<file path="src/rtl/perceptron_n.sv">
// perceptron_n -- time-multiplexed single perceptron.
//
// A vector arrives as a stream of (in_data, in_weight) beats. The first beat
// also carries the bias and the activation select. Products are summed at
// full precision, the sum is shifted back to Q(DWIDTH-FRAC).FRAC with floor
// rounding and saturated, then optionally passed through the sigmoid. The
// registered result is held on a valid/ready output until it is taken.
//
// Ports:
//   clk        rising-edge clock
//   rst        synchronous active-high reset
//   act_en     1 = sigmoid, 0 = identity (sampled with first beat)
//   bias       bias value (sampled with first beat)
//   in_valid   beat valid
//   in_ready   block can accept a beat (registered)
//   in_data    input value
//   in_weight  weight for in_data
//   in_last    final beat of the vector
//   out_valid  result valid (registered)
//   out_ready  downstream accepts the result
//   out_data   activated result (registered)
//   out_trunc  vector was closed by the NIN-beat limit, not by in_last
module perceptron_n #(
  parameter int DWIDTH = 32,
  parameter int FRAC   = 24,
  parameter int NIN    = 8
) (
  input  logic              clk,
  input  logic              rst,
  input  logic              act_en,
  input  logic [DWIDTH-1:0] bias,
  input  logic              in_valid,
  output logic              in_ready,
  input  logic [DWIDTH-1:0] in_data,
  input  logic [DWIDTH-1:0] in_weight,
  input  logic              in_last,
  output logic              out_valid,
  input  logic              out_ready,
  output logic [DWIDTH-1:0] out_data,
  output logic              out_trunc
);

  localparam int CW = $clog2(NIN + 1);
  localparam int PW = 2 * DWIDTH;
  localparam int AW = PW + CW;

  localparam logic [CW-1:0] LAST_CNT = CW'(NIN - 1);
  localparam logic [CW-1:0] ONE_CNT  = CW'(1);

  localparam logic [DWIDTH-1:0] SAT_MAX = {1'b0, {(DWIDTH-1){1'b1}}};
  localparam logic [DWIDTH-1:0] SAT_MIN = {1'b1, {(DWIDTH-1){1'b0}}};

  // Sigmoid constants: 0.5 and 1.0 in the data format, one guard bit wide.
  localparam logic signed [DWIDTH:0] SIG_HALF = (DWIDTH+1)'(64'd1 << (FRAC - 1));
  localparam logic signed [DWIDTH:0] SIG_ONE  = (DWIDTH+1)'(64'd1 << FRAC);

  typedef enum logic [1:0] {
    IDLE = 2'd0,
    ACC  = 2'd1,
    ACT  = 2'd2,
    OUT  = 2'd3
  } state_t;

  state_t state_r;
  state_t state_n;

  logic [AW-1:0]     acc_r;
  logic [CW-1:0]     cnt_r;
  logic              act_r;
  logic              trunc_r;
  logic              in_ready_r;

  logic              fire_s;
  logic              close_s;
  logic [PW-1:0]     prod_s;
  logic [AW-1:0]     prod_ext_s;
  logic [AW-1:0]     bias_ext_s;
  logic [AW-1:0]     sum_s;
  logic              fits_s;
  logic [DWIDTH-1:0] sat_s;
  logic [DWIDTH-1:0] act_s;

  // Shared sigmoid unit: hard sigmoid clamp(x/4 + 0.5, 0, 1). The divide by
  // four is an arithmetic shift (floor); the guard bit keeps x/4 + 0.5 from
  // overflowing before the clamp.
  function automatic logic [DWIDTH-1:0] sigmf(input logic [DWIDTH-1:0] x);
    logic signed [DWIDTH:0] xe;
    logic signed [DWIDTH:0] y;
    logic [DWIDTH-1:0]      r;
    xe = $signed({x[DWIDTH-1], x});
    y  = (xe >>> 2) + SIG_HALF;
    if (y[DWIDTH]) begin
      r = {DWIDTH{1'b0}};
    end else if (y > SIG_ONE) begin
      r = SIG_ONE[DWIDTH-1:0];
    end else begin
      r = y[DWIDTH-1:0];
    end
    return r;
  endfunction

  assign in_ready = in_ready_r;
  assign fire_s   = in_valid && in_ready_r;

  // Beat datapath: full-width product, sign-extended bias aligned to the product scale.
  always_comb begin
    prod_s     = {PW{1'b0}};
    prod_ext_s = {AW{1'b0}};
    bias_ext_s = {AW{1'b0}};
    prod_s     = $signed({{DWIDTH{in_data[DWIDTH-1]}}, in_data}) *
                 $signed({{DWIDTH{in_weight[DWIDTH-1]}}, in_weight});
    prod_ext_s = {{CW{prod_s[PW-1]}}, prod_s};
    bias_ext_s = {{(AW-DWIDTH){bias[DWIDTH-1]}}, bias} << FRAC;
  end

  // A beat closes the vector on in_last or when it is the NIN-th beat (NIN >= 2,
  // so the first beat can only close on in_last).
  always_comb begin
    close_s = 1'b0;
    if (in_last) begin
      close_s = 1'b1;
    end else if ((state_r == ACC) && (cnt_r == LAST_CNT)) begin
      close_s = 1'b1;
    end else begin
      close_s = 1'b0;
    end
  end

  // Result path: floor shift, saturate when the upper bits are not all sign, activate.
  always_comb begin
    sum_s  = {AW{1'b0}};
    fits_s = 1'b0;
    sat_s  = {DWIDTH{1'b0}};
    act_s  = {DWIDTH{1'b0}};
    sum_s  = $signed(acc_r) >>> FRAC;
    fits_s = (&sum_s[AW-1:DWIDTH-1]) || (~|sum_s[AW-1:DWIDTH-1]);
    if (fits_s) begin
      sat_s = sum_s[DWIDTH-1:0];
    end else if (sum_s[AW-1]) begin
      sat_s = SAT_MIN;
    end else begin
      sat_s = SAT_MAX;
    end
    if (act_r) begin
      act_s = sigmf(sat_s);
    end else begin
      act_s = sat_s;
    end
  end

  // Next-state logic.
  always_comb begin
    state_n = state_r;
    case (state_r)
      IDLE, ACC: begin
        if (fire_s) begin
          state_n = close_s ? ACT : ACC;
        end else begin
          state_n = state_r;
        end
      end
      ACT: begin
        state_n = OUT;
      end
      OUT: begin
        if (out_ready) begin
          state_n = IDLE;
        end else begin
          state_n = OUT;
        end
      end
      default: begin
        state_n = IDLE;
      end
    endcase
  end

  // State register.
  always_ff @(posedge clk) begin
    if (rst) begin
      state_r <= IDLE;
    end else begin
      state_r <= state_n;
    end
  end

  // Accumulator, beat counter, latched controls and registered outputs.
  always_ff @(posedge clk) begin
    if (rst) begin
      acc_r      <= {AW{1'b0}};
      cnt_r      <= {CW{1'b0}};
      act_r      <= 1'b0;
      trunc_r    <= 1'b0;
      in_ready_r <= 1'b1;
      out_valid  <= 1'b0;
      out_data   <= {DWIDTH{1'b0}};
      out_trunc  <= 1'b0;
    end else begin
      // in_ready is decoded from the next state so it is a clean flop output.
      in_ready_r <= (state_n == IDLE) || (state_n == ACC);
      case (state_r)
        IDLE: begin
          if (fire_s) begin
            acc_r   <= bias_ext_s + prod_ext_s;
            cnt_r   <= ONE_CNT;
            act_r   <= act_en;
            trunc_r <= close_s && !in_last;
          end
        end
        ACC: begin
          if (fire_s) begin
            acc_r   <= acc_r + prod_ext_s;
            cnt_r   <= cnt_r + ONE_CNT;
            trunc_r <= close_s && !in_last;
          end
        end
        ACT: begin
          out_data  <= act_s;
          out_trunc <= trunc_r;
          out_valid <= 1'b1;
        end
        OUT: begin
          if (out_ready) begin
            out_valid <= 1'b0;
          end
        end
        default: begin
          out_valid <= 1'b0;
        end
      endcase
    end
  end

endmodule

</file>
<file path="config.mk">
export PLATFORM = sky130hd
export DESIGN_NAME = perceptron_n
export DESIGN_NICKNAME = d
export VERILOG_FILES = /design/src/rtl/perceptron_n.sv
export SDC_FILE = /design/constraint.sdc
export NUM_CORES = 2
export LEC_CHECK = 0
export BUFFER_PORTS_ARGS = -buffer_cell sky130_fd_sc_hd__buf_2
export CORE_ASPECT_RATIO = 1.25
export CORE_MARGIN = 2
export CORE_UTILIZATION = 45
export DETAILED_ROUTE_END_ITERATION = 10
export MAX_ROUTING_LAYER = met4
export PLACE_DENSITY = 0.65
export SLEW_MARGIN = 20
export SYNTH_ARGS = -nofsm -noshare
export SYNTH_HDL_FRONTEND = slang
export SYNTH_SLANG_ARGS = --single-unit
</file>
<file path="constraint.sdc">
create_clock -name clk -period 9.4 [get_ports clk]
set_clock_uncertainty 0.1 [all_clocks]
set_input_delay 0.47 -clock clk [delete_from_list [all_inputs] [get_ports clk]]
set_output_delay 0.47 -clock clk [all_outputs]
set_load 0.1 [all_outputs]
</file>
==> results.md <==
* Largest net degree at the start of global routing at 74
* Max-cap violations at 0
* RD Place Congestion at 0.946
* Syn Area/Cell at between 8 and 9 µm²
* DR vias at between 30,000 and 40,000
* Initial antenna violation count at 6
* Hold Crit Class: in -> reg
* Vias in the first global route at about 43,000
* Async S/R FF share, synth at 0%
* Clock-pin slew on the worst setup and hold paths at roughly 0.080 ns
* First-pass GRT wire length at between 200 and 250 mm
* Bufs on Longest Clock Path at 2
* Worst Path Required at 9.61 ns
* Crit path buf inv count at 8
* DP Worst Slack at -1.28 ns
* Detail Route Antenna Nets at 0
* CP top delay family: adder cells
* Critical Path Start Type: primary input
* Crit share post-route at 101%
* Inst Count DP at approximately 7,300
* CTS tree: done
* Yosys reg bits at between 100 and 150
* Layout cells sized above 1 at about a quarter
* Top-level port count at 137
* Post-DP HPWL at roughly 120 mm
* Cts bufs inserted at 9
* Width of the die at roughly 290 µm
* Post-Route WL at roughly 140 mm
* Crit path top cell by count: fa_1
* Critical path depth in cells at 40
* DR WL/cell at around 19 µm
* Critical Path AT at 9.74 ns
* Clk_lat worst skew at around 0.39 ns
* Min Tclk post-route at around 9.5 ns
* Initial drt markers at between 2,000 and 2,500
* Area delta synth->final at 25.2%
* Floorplan core area at 103,000 µm²
* Setup TNS at -0.238 ns
* Hold buffers post-CTS at 0
* Largest area contributor in the netlist: fa_1
* Post-synth top area share at a little under half
* EDFF count, synth at 0
* Fin. Hold Viols at 0
* Critical path peak fanout at 9
* Syn Inst Count at about 5,300
* Syn Nets at 6,814
* Failing checks: setup timing
* F_max at around 100 MHz
* Clk sink count at 111
* YS warnings at 0
* Die ar. at between 100,000 and 150,000 µm²
* Final nets at roughly 7,600
* Filler Cells Inserted at 9,091
* Prevailing post-synth register cell: dfxtp_1
* Max incr delay on CP at approximately 0.63 ns
* Seq/Total Area, Yosys at 4.75%
* Synth area leaders: fa_1 (46%), ha_1 (7.9%), inv_1 (7.8%)
* Multi-input gate area at around 42,000 µm²
* Slew at the pin closest to its max-slew limit at 0.928 ns
* Num rows at ~130
* Non-Filler Instances at ~7,400
* Worst Path Class, Setup: in -> reg
* Slew Viols, Final at 0
* Pre-Repair DR Iteration Count at 7
* Yosys cell types at 83
* Worst R2R Path Depth at 15
* Gr ovfl total at 0
* Hold-critical path depth at 3
* Setup violations, final at 3
* Area after DPL at approximately 55,000 µm²
* Clk root buf: clkbuf_16
* PnR worst setup slack at -0.129 ns
* Worst Setup End Kind: flop
* DR vias/cell at roughly 5.3
* Slowest cell on crit path: fa_2
* FF/Latch Area at around 2200 µm²
* Status: finished with violations
* IO Port Bufs at around 140
* Unrepaired setup endpoints after global routing: true
* Cell area after synthesis at 46,800 µm²
* Rel. slew slack at between 30% and 40%
* Die height at between 300 and 400 µm
* Initial core utilization at 45.3%
* Gr usage total at between 20 and 30%
* H-tree levels at 3
* DR DRC count at 0
* Final instance area at between 50,000 and 60,000 µm²
## flip-flops by register name, indices dropped and copies added, names as in the netlist
signal,count
out_valid,1
state_r,2
act_r,1
cnt_r,4
trunc_r,1
out_data,32
out_trunc,1
in_ready,1
acc_r,68
## layout make-up
type,instances,area share [%]
well taps,1340,2.86
flip-flops and latches,111,3.79
repair buffers,1025,14.7
clock buffers,10,0.408
inverters,974,6.24
diodes,6,0.0256
multi-input cells,3978,71.9
clock inverters,5,0.0960
## logic make-up (layout without fill, tap and decap cells)
kind of cell,count (synthesis),in the layout,synth area share [%]
fa+ha+maj,1380,1380,54.2
compound gates,734,734,10.2
other cells,0,6,0
flops,111,111,4.75
xor+xnor,157,157,2.94
mux,8,8,0.200
buf+inv,1243,2014,9.97
simple gates,1699,1699,17.7
## cell usage in the layout, fill, tap and decap left out, drive strengths merged, types with 6 or more instances in the layout
cell | synthesis | final
nor2 | 226 | 226
or2 | 8 | 8
nand4 | 36 | 36
ha | 296 | 296
xor2 | 53 | 53
diode | 0 | 6
a311oi | 20 | 20
a2111oi | 10 | 10
o21bai | 30 | 30
a22oi | 18 | 18
and3 | 28 | 28
nand2b | 27 | 27
buf | 11 | 1016
a21o | 98 | 98
dfxtp | 111 | 111
and2 | 530 | 530
mux2i | 7 | 7
a31o | 6 | 6
or3 | 11 | 11
xnor2 | 104 | 104
inv | 974 | 975
o21a | 21 | 21
nand2 | 682 | 682
a21oi | 216 | 216
nor4 | 12 | 12
nor2b | 14 | 14
o211ai | 18 | 18
clkbuf | 258 | 18
o31ai | 8 | 8
o2111ai | 6 | 6
a21boi | 14 | 14
o221ai | 8 | 8
a211oi | 37 | 37
a31oi | 32 | 32
a211o | 7 | 7
nand3 | 42 | 42
a221oi | 7 | 7
nor3 | 63 | 63
o21ai | 145 | 145
fa | 1084 | 1084
## final timing paths
| kind | start | to | slack [ns] |
|---|---|---|---|
| hold / removal | act_en | act_r$_SDFFE_PP0P_ | 0.22 |
| hold reg to reg | out_data[26]$_SDFFE_PP0P_ | out_data[26]$_SDFFE_PP0P_ | 0.37 |
| setup reg to reg | acc_r[55]$_SDFFE_PP0P_ | out_data[5]$_SDFFE_PP0P_ | 4.77 |
| setup / recovery | in_data[13] | acc_r[57]$_SDFFE_PP0P_ | -0.13 |
## Yosys cell counts, drive strengths merged (53+ instances only)
cell    number
a21o        98
a21oi      216
and2       530
clkbuf     258
dfxtp      111
fa        1084
ha         296
inv        974
nand2      682
nor2       226
nor3        63
o21ai      145
xnor2      104
xor2        53
## worst register-to-register path, cell delays in order, from the launching register on
cell and delay [ns]:
dfxtp_1 0.40, nor4_1 0.59, nand3_1 0.43, nor2_1 0.23, a21oi_2 0.04, buf_4 0.25, nor2_1 0.16, nor2_1 0.08
ha_1 0.23, o21ai_0 0.12, a41oi_1 0.07, a211o_1 0.34, a211oi_2 0.43, and2b_1 0.66, o21ai_0 0.20, a31oi_1 0.21
## stage by stage
step	utilization (%)	hold slack, ns
3_5_place_dp	52.9	0.348
4_1_cts	54.8	0.207
5_1_grt	56.7	0.227
2_1_floorplan	-	0.336
3_3_place_gp	52.9	0.339
6_report	56.7	0.217
## per-layer routing
metal / track usage (%) / up-vias / share of wire [%]
li1: - / 18000 / -
met4: 7.28 / 0 / 3.1
met1: 34.2 / 20500 / 40
met3: 2.69 / 245 / 4.5
met5: - / - / 0
met2: 49.4 / 972 / 52
## repair_timing
item / CTS / global route
resized for setup: 326 / 390
setup buffers: 44 / 50
gates cloned: 1 / 1
pin swaps: 159 / 223
hold endpoints to repair: 0 / 0
setup endpoints to repair: 36 / 39
Power is left out: the tool's default activity adds up to more than one toggle a clock period on the data nets, which glitch-free logic cannot reach.
